`config.mk`:
```
export PLATFORM = sky130hd
export DESIGN_NAME = fpu_operand_stage_flat
export DESIGN_NICKNAME = d
export VERILOG_FILES = /design/src/rtl/fpu_operand_stage_if.sv /design/src/rtl/fpu_operand_stage.sv /design/src/flat_wrapper.sv
export SDC_FILE = /design/constraint.sdc
export NUM_CORES = 1
export LEC_CHECK = 0
export ABC_AREA = 0
export BUFFER_PORTS_ARGS = -buffer_cell sky130_fd_sc_hd__buf_2
export CAP_MARGIN = 20
export CELL_PAD_IN_SITES_DETAIL_PLACEMENT = 1
export CELL_PAD_IN_SITES_GLOBAL_PLACEMENT = 2
export CORE_UTILIZATION = 31
export DETAILED_ROUTE_END_ITERATION = 10
export GPL_ROUTABILITY_DRIVEN = 0
export HOLD_SLACK_MARGIN = 0.02
export PLACE_DENSITY_LB_ADDON = 0.12
export SYNTH_ARGS = -nofsm -noshare
export SYNTH_HDL_FRONTEND = slang
export SYNTH_SLANG_ARGS = --single-unit
```
`constraint.sdc`:
```
create_clock -name clk -period 4.2 [get_ports clk]
set_clock_uncertainty 0.2 [all_clocks]
set_input_delay 0 -clock clk [delete_from_list [all_inputs] [get_ports clk]]
set_output_delay 0 -clock clk [all_outputs]
set_load 0.005 [all_outputs]
```
`src/rtl/fpu_operand_stage_if.sv`:
```
// Handshake and operand bus between the operand producer, fpu_operand_stage and the adder core.
// The slave modport is the stage's view; the master modport is the environment's view.
interface fpu_operand_stage_if;
    logic        in_valid;
    logic        in_ready;
    logic [31:0] in_a;
    logic [31:0] in_b;
    logic        out_valid;
    logic        out_ready;
    logic [31:0] op_A_out;
    logic [31:0] op_B_out;
    logic        bypass;
    logic [31:0] bypass_data;
    logic [3:0]  bypass_status;
    logic [2:0]  class_a;
    logic [2:0]  class_b;
    logic [15:0] issue_count;

    modport slave (
        input  in_valid, in_a, in_b, out_ready,
        output in_ready, out_valid, op_A_out, op_B_out, bypass, bypass_data,
        output bypass_status, class_a, class_b, issue_count
    );

    modport master (
        output in_valid, in_a, in_b, out_ready,
        input  in_ready, out_valid, op_A_out, op_B_out, bypass, bypass_data,
        input  bypass_status, class_a, class_b, issue_count
    );
endinterface

```
`src/rtl/fpu_operand_stage.sv`:
```
// FPU operand stage: 2-entry operand FIFO feeding a registered classify/special-case stage.
// Define FPU_FTZ_EN to flush subnormal operands to a signed zero before classification.
module fpu_operand_stage (
    input  logic                 clk,
    input  logic                 reset,
    fpu_operand_stage_if.slave   bus
);

    localparam int unsigned Depth = 2;

    localparam logic [2:0] ClsZero = 3'd0;
    localparam logic [2:0] ClsSub  = 3'd1;
    localparam logic [2:0] ClsNorm = 3'd2;
    localparam logic [2:0] ClsInf  = 3'd3;
    localparam logic [2:0] ClsQnan = 3'd4;
    localparam logic [2:0] ClsSnan = 3'd5;

    localparam logic [3:0]  StatusExact   = 4'b0001;
    localparam logic [3:0]  StatusInvalid = 4'b0000;
    localparam logic [31:0] QuietNan      = 32'h7FC0_0000;

    function automatic logic [31:0] flush(input logic [31:0] x);
`ifdef FPU_FTZ_EN
        if (x[30:23] == 8'h00) return {x[31], 31'b0};
        return x;
`else
        return x;
`endif
    endfunction

    function automatic logic [2:0] classify(input logic [31:0] x);
        if (x[30:23] == 8'hFF) begin
            if (x[22:0] == 23'b0) return ClsInf;
            return x[22] ? ClsQnan : ClsSnan;
        end
        if (x[30:23] == 8'h00) return (x[22:0] == 23'b0) ? ClsZero : ClsSub;
        return ClsNorm;
    endfunction

    // FIFO state
    logic [31:0] mem_a_q [Depth];
    logic [31:0] mem_b_q [Depth];
    logic        wr_ptr_q, rd_ptr_q;
    logic [1:0]  count_q, count_d;
    logic        push, pop, load;

    // Output register state
    logic        out_valid_q, out_valid_d;
    logic [31:0] op_a_q, op_a_d, op_b_q, op_b_d;
    logic        bypass_q, bypass_d;
    logic [31:0] bypass_data_q, bypass_data_d;
    logic [3:0]  bypass_status_q, bypass_status_d;
    logic [2:0]  class_a_q, class_a_d, class_b_q, class_b_d;
    logic [15:0] issue_q, issue_d;

    logic [31:0] head_a, head_b;
    logic [2:0]  head_cls_a, head_cls_b;
    logic        head_byp;
    logic [31:0] head_byp_data;
    logic [3:0]  head_byp_status;

    assign bus.in_ready = (count_q < 2'd2);
    assign push = bus.in_valid && bus.in_ready;
    // The output register can take a new pair when empty or being drained this cycle.
    assign load = !out_valid_q || bus.out_ready;
    assign pop  = load && (count_q != 2'd0);

    always_comb begin
        count_d = count_q;
        unique case ({push, pop})
            2'b10:   count_d = count_q + 2'd1;
            2'b01:   count_d = count_q - 2'd1;
            default: count_d = count_q;
        endcase
    end

    assign head_a     = flush(mem_a_q[rd_ptr_q]);
    assign head_b     = flush(mem_b_q[rd_ptr_q]);
    assign head_cls_a = classify(head_a);
    assign head_cls_b = classify(head_b);

    always_comb begin
        logic a_nan, b_nan, a_inf, b_inf;
        a_nan = (head_cls_a == ClsQnan) || (head_cls_a == ClsSnan);
        b_nan = (head_cls_b == ClsQnan) || (head_cls_b == ClsSnan);
        a_inf = (head_cls_a == ClsInf);
        b_inf = (head_cls_b == ClsInf);
        head_byp        = 1'b1;
        head_byp_data   = QuietNan;
        head_byp_status = StatusInvalid;
        if (a_nan || b_nan) begin
            head_byp_data   = QuietNan;
        end else if (a_inf && b_inf && (head_a[31] != head_b[31])) begin
            head_byp_data   = QuietNan;
        end else if (a_inf) begin
            head_byp_data   = head_a;
            head_byp_status = StatusExact;
        end else if (b_inf) begin
            head_byp_data   = head_b;
            head_byp_status = StatusExact;
        end else if ((head_cls_a == ClsZero) && (head_cls_b == ClsZero)) begin
            head_byp_data   = {head_a[31] & head_b[31], 31'b0};
            head_byp_status = StatusExact;
        end else begin
            head_byp        = 1'b0;
            head_byp_data   = 32'b0;
            head_byp_status = StatusExact;
        end
    end

    always_comb begin
        out_valid_d     = out_valid_q;
        op_a_d          = op_a_q;
        op_b_d          = op_b_q;
        bypass_d        = bypass_q;
        bypass_data_d   = bypass_data_q;
        bypass_status_d = bypass_status_q;
        class_a_d       = class_a_q;
        class_b_d       = class_b_q;
        issue_d         = issue_q;
        if (out_valid_q && bus.out_ready) issue_d = issue_q + 16'd1;
        if (load) begin
            out_valid_d = pop;
            if (pop) begin
                op_a_d          = head_a;
                op_b_d          = head_b;
                bypass_d        = head_byp;
                bypass_data_d   = head_byp_data;
                bypass_status_d = head_byp_status;
                class_a_d       = head_cls_a;
                class_b_d       = head_cls_b;
            end
        end
    end

    always_ff @(posedge clk or negedge reset) begin
        if (!reset) begin
            for (int unsigned i = 0; i < Depth; i++) begin
                mem_a_q[i] <= 32'b0;
                mem_b_q[i] <= 32'b0;
            end
            wr_ptr_q        <= 1'b0;
            rd_ptr_q        <= 1'b0;
            count_q         <= 2'd0;
            out_valid_q     <= 1'b0;
            op_a_q          <= 32'b0;
            op_b_q          <= 32'b0;
            bypass_q        <= 1'b0;
            bypass_data_q   <= 32'b0;
            bypass_status_q <= StatusExact;
            class_a_q       <= ClsZero;
            class_b_q       <= ClsZero;
            issue_q         <= 16'd0;
        end else begin
            if (push) begin
                mem_a_q[wr_ptr_q] <= bus.in_a;
                mem_b_q[wr_ptr_q] <= bus.in_b;
                wr_ptr_q          <= ~wr_ptr_q;
            end
            if (pop) rd_ptr_q <= ~rd_ptr_q;
            count_q         <= count_d;
            out_valid_q     <= out_valid_d;
            op_a_q          <= op_a_d;
            op_b_q          <= op_b_d;
            bypass_q        <= bypass_d;
            bypass_data_q   <= bypass_data_d;
            bypass_status_q <= bypass_status_d;
            class_a_q       <= class_a_d;
            class_b_q       <= class_b_d;
            issue_q         <= issue_d;
        end
    end

    assign bus.out_valid     = out_valid_q;
    assign bus.op_A_out      = op_a_q;
    assign bus.op_B_out      = op_b_q;
    assign bus.bypass        = bypass_q;
    assign bus.bypass_data   = bypass_data_q;
    assign bus.bypass_status = bypass_status_q;
    assign bus.class_a       = class_a_q;
    assign bus.class_b       = class_b_q;
    assign bus.issue_count   = issue_q;

    // ClsSub/ClsNorm are produced through classify(); referenced here only for readability.
    logic unused_cls;
    assign unused_cls = ^{ClsSub, ClsNorm};

endmodule

```
`src/flat_wrapper.sv`:
```
// flat-port wrapper written by rule: the top's interface ports become plain ports
module fpu_operand_stage_flat 
  (clk, reset, bus_in_valid, bus_in_a, bus_in_b, bus_out_ready, bus_in_ready, bus_out_valid, bus_op_A_out, bus_op_B_out, bus_bypass, bus_bypass_data, bus_bypass_status, bus_class_a, bus_class_b, bus_issue_count);
  fpu_operand_stage_if bus_i ();
  input  logic clk;
  input  logic reset;
  input wire logic [$bits(bus_i.in_valid)-1:0] bus_in_valid;
  input wire logic [$bits(bus_i.in_a)-1:0] bus_in_a;
  input wire logic [$bits(bus_i.in_b)-1:0] bus_in_b;
  input wire logic [$bits(bus_i.out_ready)-1:0] bus_out_ready;
  output wire logic [$bits(bus_i.in_ready)-1:0] bus_in_ready;
  output wire logic [$bits(bus_i.out_valid)-1:0] bus_out_valid;
  output wire logic [$bits(bus_i.op_A_out)-1:0] bus_op_A_out;
  output wire logic [$bits(bus_i.op_B_out)-1:0] bus_op_B_out;
  output wire logic [$bits(bus_i.bypass)-1:0] bus_bypass;
  output wire logic [$bits(bus_i.bypass_data)-1:0] bus_bypass_data;
  output wire logic [$bits(bus_i.bypass_status)-1:0] bus_bypass_status;
  output wire logic [$bits(bus_i.class_a)-1:0] bus_class_a;
  output wire logic [$bits(bus_i.class_b)-1:0] bus_class_b;
  output wire logic [$bits(bus_i.issue_count)-1:0] bus_issue_count;
  assign bus_i.in_valid = bus_in_valid;
  assign bus_i.in_a = bus_in_a;
  assign bus_i.in_b = bus_in_b;
  assign bus_i.out_ready = bus_out_ready;
  assign bus_in_ready = bus_i.in_ready;
  assign bus_out_valid = bus_i.out_valid;
  assign bus_op_A_out = bus_i.op_A_out;
  assign bus_op_B_out = bus_i.op_B_out;
  assign bus_bypass = bus_i.bypass;
  assign bus_bypass_data = bus_i.bypass_data;
  assign bus_bypass_status = bus_i.bypass_status;
  assign bus_class_a = bus_i.class_a;
  assign bus_class_b = bus_i.class_b;
  assign bus_issue_count = bus_i.issue_count;
  fpu_operand_stage u_core (.clk(clk), .reset(reset), .bus(bus_i));
endmodule
```
==> results.cfg <==
[outcome]
status = complete, no violations

[layout]
regArea_um2 = 6340
layout.nets = 1150
antennaDiodeCount = 0
syn2layout_area_growth_pct = 31.0
design_area_um2 = 13800
drive_gt1_share_pct = 36.1
fin_cells = 1550
multi_input_area_um2 = 3980
nFillCells = 3597

[critical_path]
cp_slowest_stage_delay_ns = 0.87
crit_path_end = u_core.bus.bypass_data[31]
critical_path.top_delay_family = flip-flops
cp.required_ns = 4.43
rr_worst_depth = 6
r2r_slack_ns = 1.09
startpoint = u_core.rd_ptr_q
rr_endpoint = u_core.bus.bypass_data[31]
endpoint_kind = flip-flop
path_class = flip-flop to flip-flop
crit_path_max_fanout = 42
cp_cell_sequence = buf_4 > mux2i_1 > nand3_4 > a211oi_2 > mux2_1 > a31o_1
worst-path-buf-inv = 1
cpMaxStageDelayCell = dfrtp_4
crit_cells = 6
startpoint_type = flip-flop
cp_data_arrival_time_ns = 3.34
r2r_start = u_core.rd_ptr_q

[floorplanning]
die_x_um = 186
die_h_um = 186
rows = 67
dieArea_um2 = 34600
core-area_um2 = 33400
num_io_pins = 193
initial_core_util_pct = 31.4

[route]
ant_nets = 0
post-route-drc-count = 0
vias = 7156
wirelength_um = 27800
wl_per_cell_um = 17.9
firstDrtPassIters = 4
drtIter0Drc = 212
via_per_inst = 4.62

[clock_tree]
cts_htree_levels = 1
post-cts-setup-buffers = 0
cts_inserted_buffers = 30
root_buffer = clkbuf_16
cts_sinks = 253
cts.path.max_buffers = 3
clk_pin_slew_worst_paths_ns = 0.06
clock_latency_ns = 0.54
cts_tree = yes

[global_route]
grt_usage_pct = 16.4
grt_overflow = 0
grt_antenna_before_repair = 0
grt_max_degree = 160
grt_pass1_wl_um = 44200
grt_pass1_vias = 7598

[timing]
final.setup.tns_ns = 0
setup_violations = 0
finalCriticalPeriod_ns = 3.11
tightestPinTransition_ns = 0.918
rsz0062_at_grt = false
final-max-slew-violation-count = 0
relSlewSlack_pct = 38.6
max_freq_ghz = 0.322
finalCritPeriodShare_pct = 73.9
hold_viol_final = 0

[power_and_ir_drop]
p_total_w = 0.0102
combPwrFrac_pct = 30.8
p_leak_nw = 6.39
p_sw_share_pct = 33.6
pwr_density_cell_nw_per_um2 = 743
p_sw_w = 0.00344
pwr-share-clk_pct = 25.9
power.internal_w = 0.00679
p_seq_share_pct = 43.4
ir_drop_v = 0.000337

[logic_synthesis]
yosysTopAreaCellShare_pct = 60.0
ys_top_cells_by_area = dfrtp_1 60%, mux2_2 14%, mux2i_1 6.1%
yosysWarnings = 0
ys_seq_area_share_pct = 60.2
ys.flop_type = dfrtp_1
synth-seq-cells = 253
synth.distinct_cells = 59
syn_avg_cell_area_um2 = 12.9
synth_edf_count = 0
synthCells = 814
syn_area_um2 = 10500
synth_largest_area_cell = dfrtp_1
async_flop_share_pct = 100

[placed_design]
hpwlAfterDp_um = 18200
dpl.cell_count = 1418
placed_area_um2 = 12000
io_buffers = 189

[min_path]
worstHoldPathType = input pin to flip-flop

[job]
drv_cap = 0
## power groups by stage
stage | logic, W | clock network, W | registers (W)
6_report | 0.00315 | 0.00265 | 0.00444
4_1_cts | 0.00325 | 0.00274 | 0.00445
5_1_grt | 0.00356 | 0.00284 | 0.00461
3_5_place_dp | 0.00318 | 0 | 0.00449
3_3_place_gp | 0.00313 | 0 | 0.00448
2_1_floorplan | 0.00218 | 0 | 0.00418
## worst min path at each step
stage / slack [ns] / to / cells past startpoint / startpoint
floorplan: -0.50 / u_core.bus.bypass / 0 / reset
global placement: -0.06 / u_core.bus.op_A_out[9] / 1 / reset
detailed placement: -0.05 / u_core.bus.op_A_out[9] / 1 / reset
CTS: 0.02 / u_core.mem_b_q[16] / 3 / bus_in_b[16]
global route: 0.04 / u_core.mem_b_q[21] / 3 / bus_in_b[21]
finish: 0.04 / u_core.mem_b_q[58] / 3 / bus_in_b[26]
## metrics by stage
step	hold slack, ns	utilization (%)	worst slack [ns]
after floorplan	-0.496	-	1.93
after global placement	-0.0577	35.8	1.12
after detailed placement	-0.0520	35.8	1.04
after CTS	0.0201	41.2	1.02
after global routing	0.0427	41.2	0.881
final	0.0400	41.2	1.09
## layer usage
metal | vias up | global-route usage (%) | routed length [µm]
li1 | 3410 | - | -
met1 | 3580 | 22.9 | 13100
met2 | 132 | 26.8 | 13200
met3 | 34 | 2.65 | 1140
met4 | 0 | 3.70 | 423
met5 | - | 0 | 0
## synthesized netlist by cell type (5+ instances only)
master    instances
and2_1           23
buf_2            11
clkbuf_1         24
dfrtp_1         252
mux2_2          131
mux2i_1          64
nand2_1          84
nand3_1          13
nand4_1           8
nor2_1           21
nor3_1            7
nor4_1           18
o21a_1           10
o21ai_0          64
xnor2_1          15
xor2_1            5
## kinds of logic (layout without fill, tap and decap cells)
kind of cell               Yosys count  in the layout  synth area share, %
AOI/OAI and AO/OA                   97             97                 5.58
other                                1              3               0.0357
adders and majority gates            3              3                0.357
muxes                              196            196                 20.2
DFF                                253            253                 60.2
xor gates and xnor gates            20             20                 1.67
buffers and inverters               47            333                 2.24
and+or+nand+nor                    197            197                 9.64
## worst min-delay path: stages
cell and delay, ns:
dlygate4sd3_1 0.51, buf_2 0.11, mux2_2 0.13
## sequential cells by signal, indices dropped and copies added, names as in the netlist
name	count
u_core.bus.out_valid	1
u_core.mem_a_q	64
u_core.bus.bypass_data	32
u_core.bus.bypass	1
u_core.bus.op_B_out	32
u_core.bus.op_A_out	32
u_core.count_q	2
u_core.bus.bypass_status	1
u_core.bus.class_a	3
u_core.rd_ptr_q	1
u_core.bus.issue_count	16
u_core.mem_b_q	64
u_core.wr_ptr_q	1
u_core.bus.class_b	3
## cell usage in the layout, fill, tap and decap left out, types with 2 or more instances in the layout
| cell | netlist | routed |
|---|---|---|
| dfrtp_1 | 252 | 251 |
| buf_2 | 11 | 188 |
| mux2_2 | 131 | 131 |
| nand2_1 | 84 | 84 |
| dlygate4sd3_1 | 0 | 76 |
| mux2i_1 | 64 | 64 |
| o21ai_0 | 64 | 64 |
| clkbuf_16 | 0 | 31 |
| and2_1 | 23 | 23 |
| nor2_1 | 21 | 20 |
| nor4_1 | 18 | 18 |
| xnor2_1 | 15 | 15 |
| nand3_1 | 13 | 12 |
| o21a_1 | 10 | 10 |
| clkbuf_8 | 0 | 9 |
| nand4_1 | 8 | 8 |
| nor3_1 | 7 | 7 |
| clkbuf_1 | 24 | 7 |
| xor2_1 | 5 | 5 |
| buf_12 | 0 | 4 |
| buf_4 | 3 | 4 |
| nand2b_1 | 3 | 3 |
| inv_1 | 3 | 3 |
| or4b_1 | 3 | 3 |
| or4_1 | 3 | 3 |
| o31ai_1 | 3 | 3 |
| a31oi_1 | 3 | 3 |
| ha_1 | 3 | 3 |
| conb_1 | 1 | 3 |
| clkinv_2 | 0 | 3 |
| clkinvlp_4 | 0 | 3 |
| nand3_4 | 1 | 2 |
| nor4_2 | 2 | 2 |
| a22o_2 | 2 | 2 |
| o211ai_1 | 2 | 2 |
| bufinv_16 | 0 | 2 |
## layout make-up
class                   instances  share of cell area (%)
clock buffers                  47                    6.72
clock inverters                 8                   0.709
inverters                       4                   0.109
multi-input cells             516                    28.9
flip-flops and latches        253                    46.0
well taps                     448                    4.07
repair buffers                274                    13.5
## timing repair
item / 4_1_cts / 5_1_grt
hold buffers: 77 / 0
resized for setup: 0 / 0
hold endpoints to repair: 362 / 0
(Power assumes the default switching activity.)
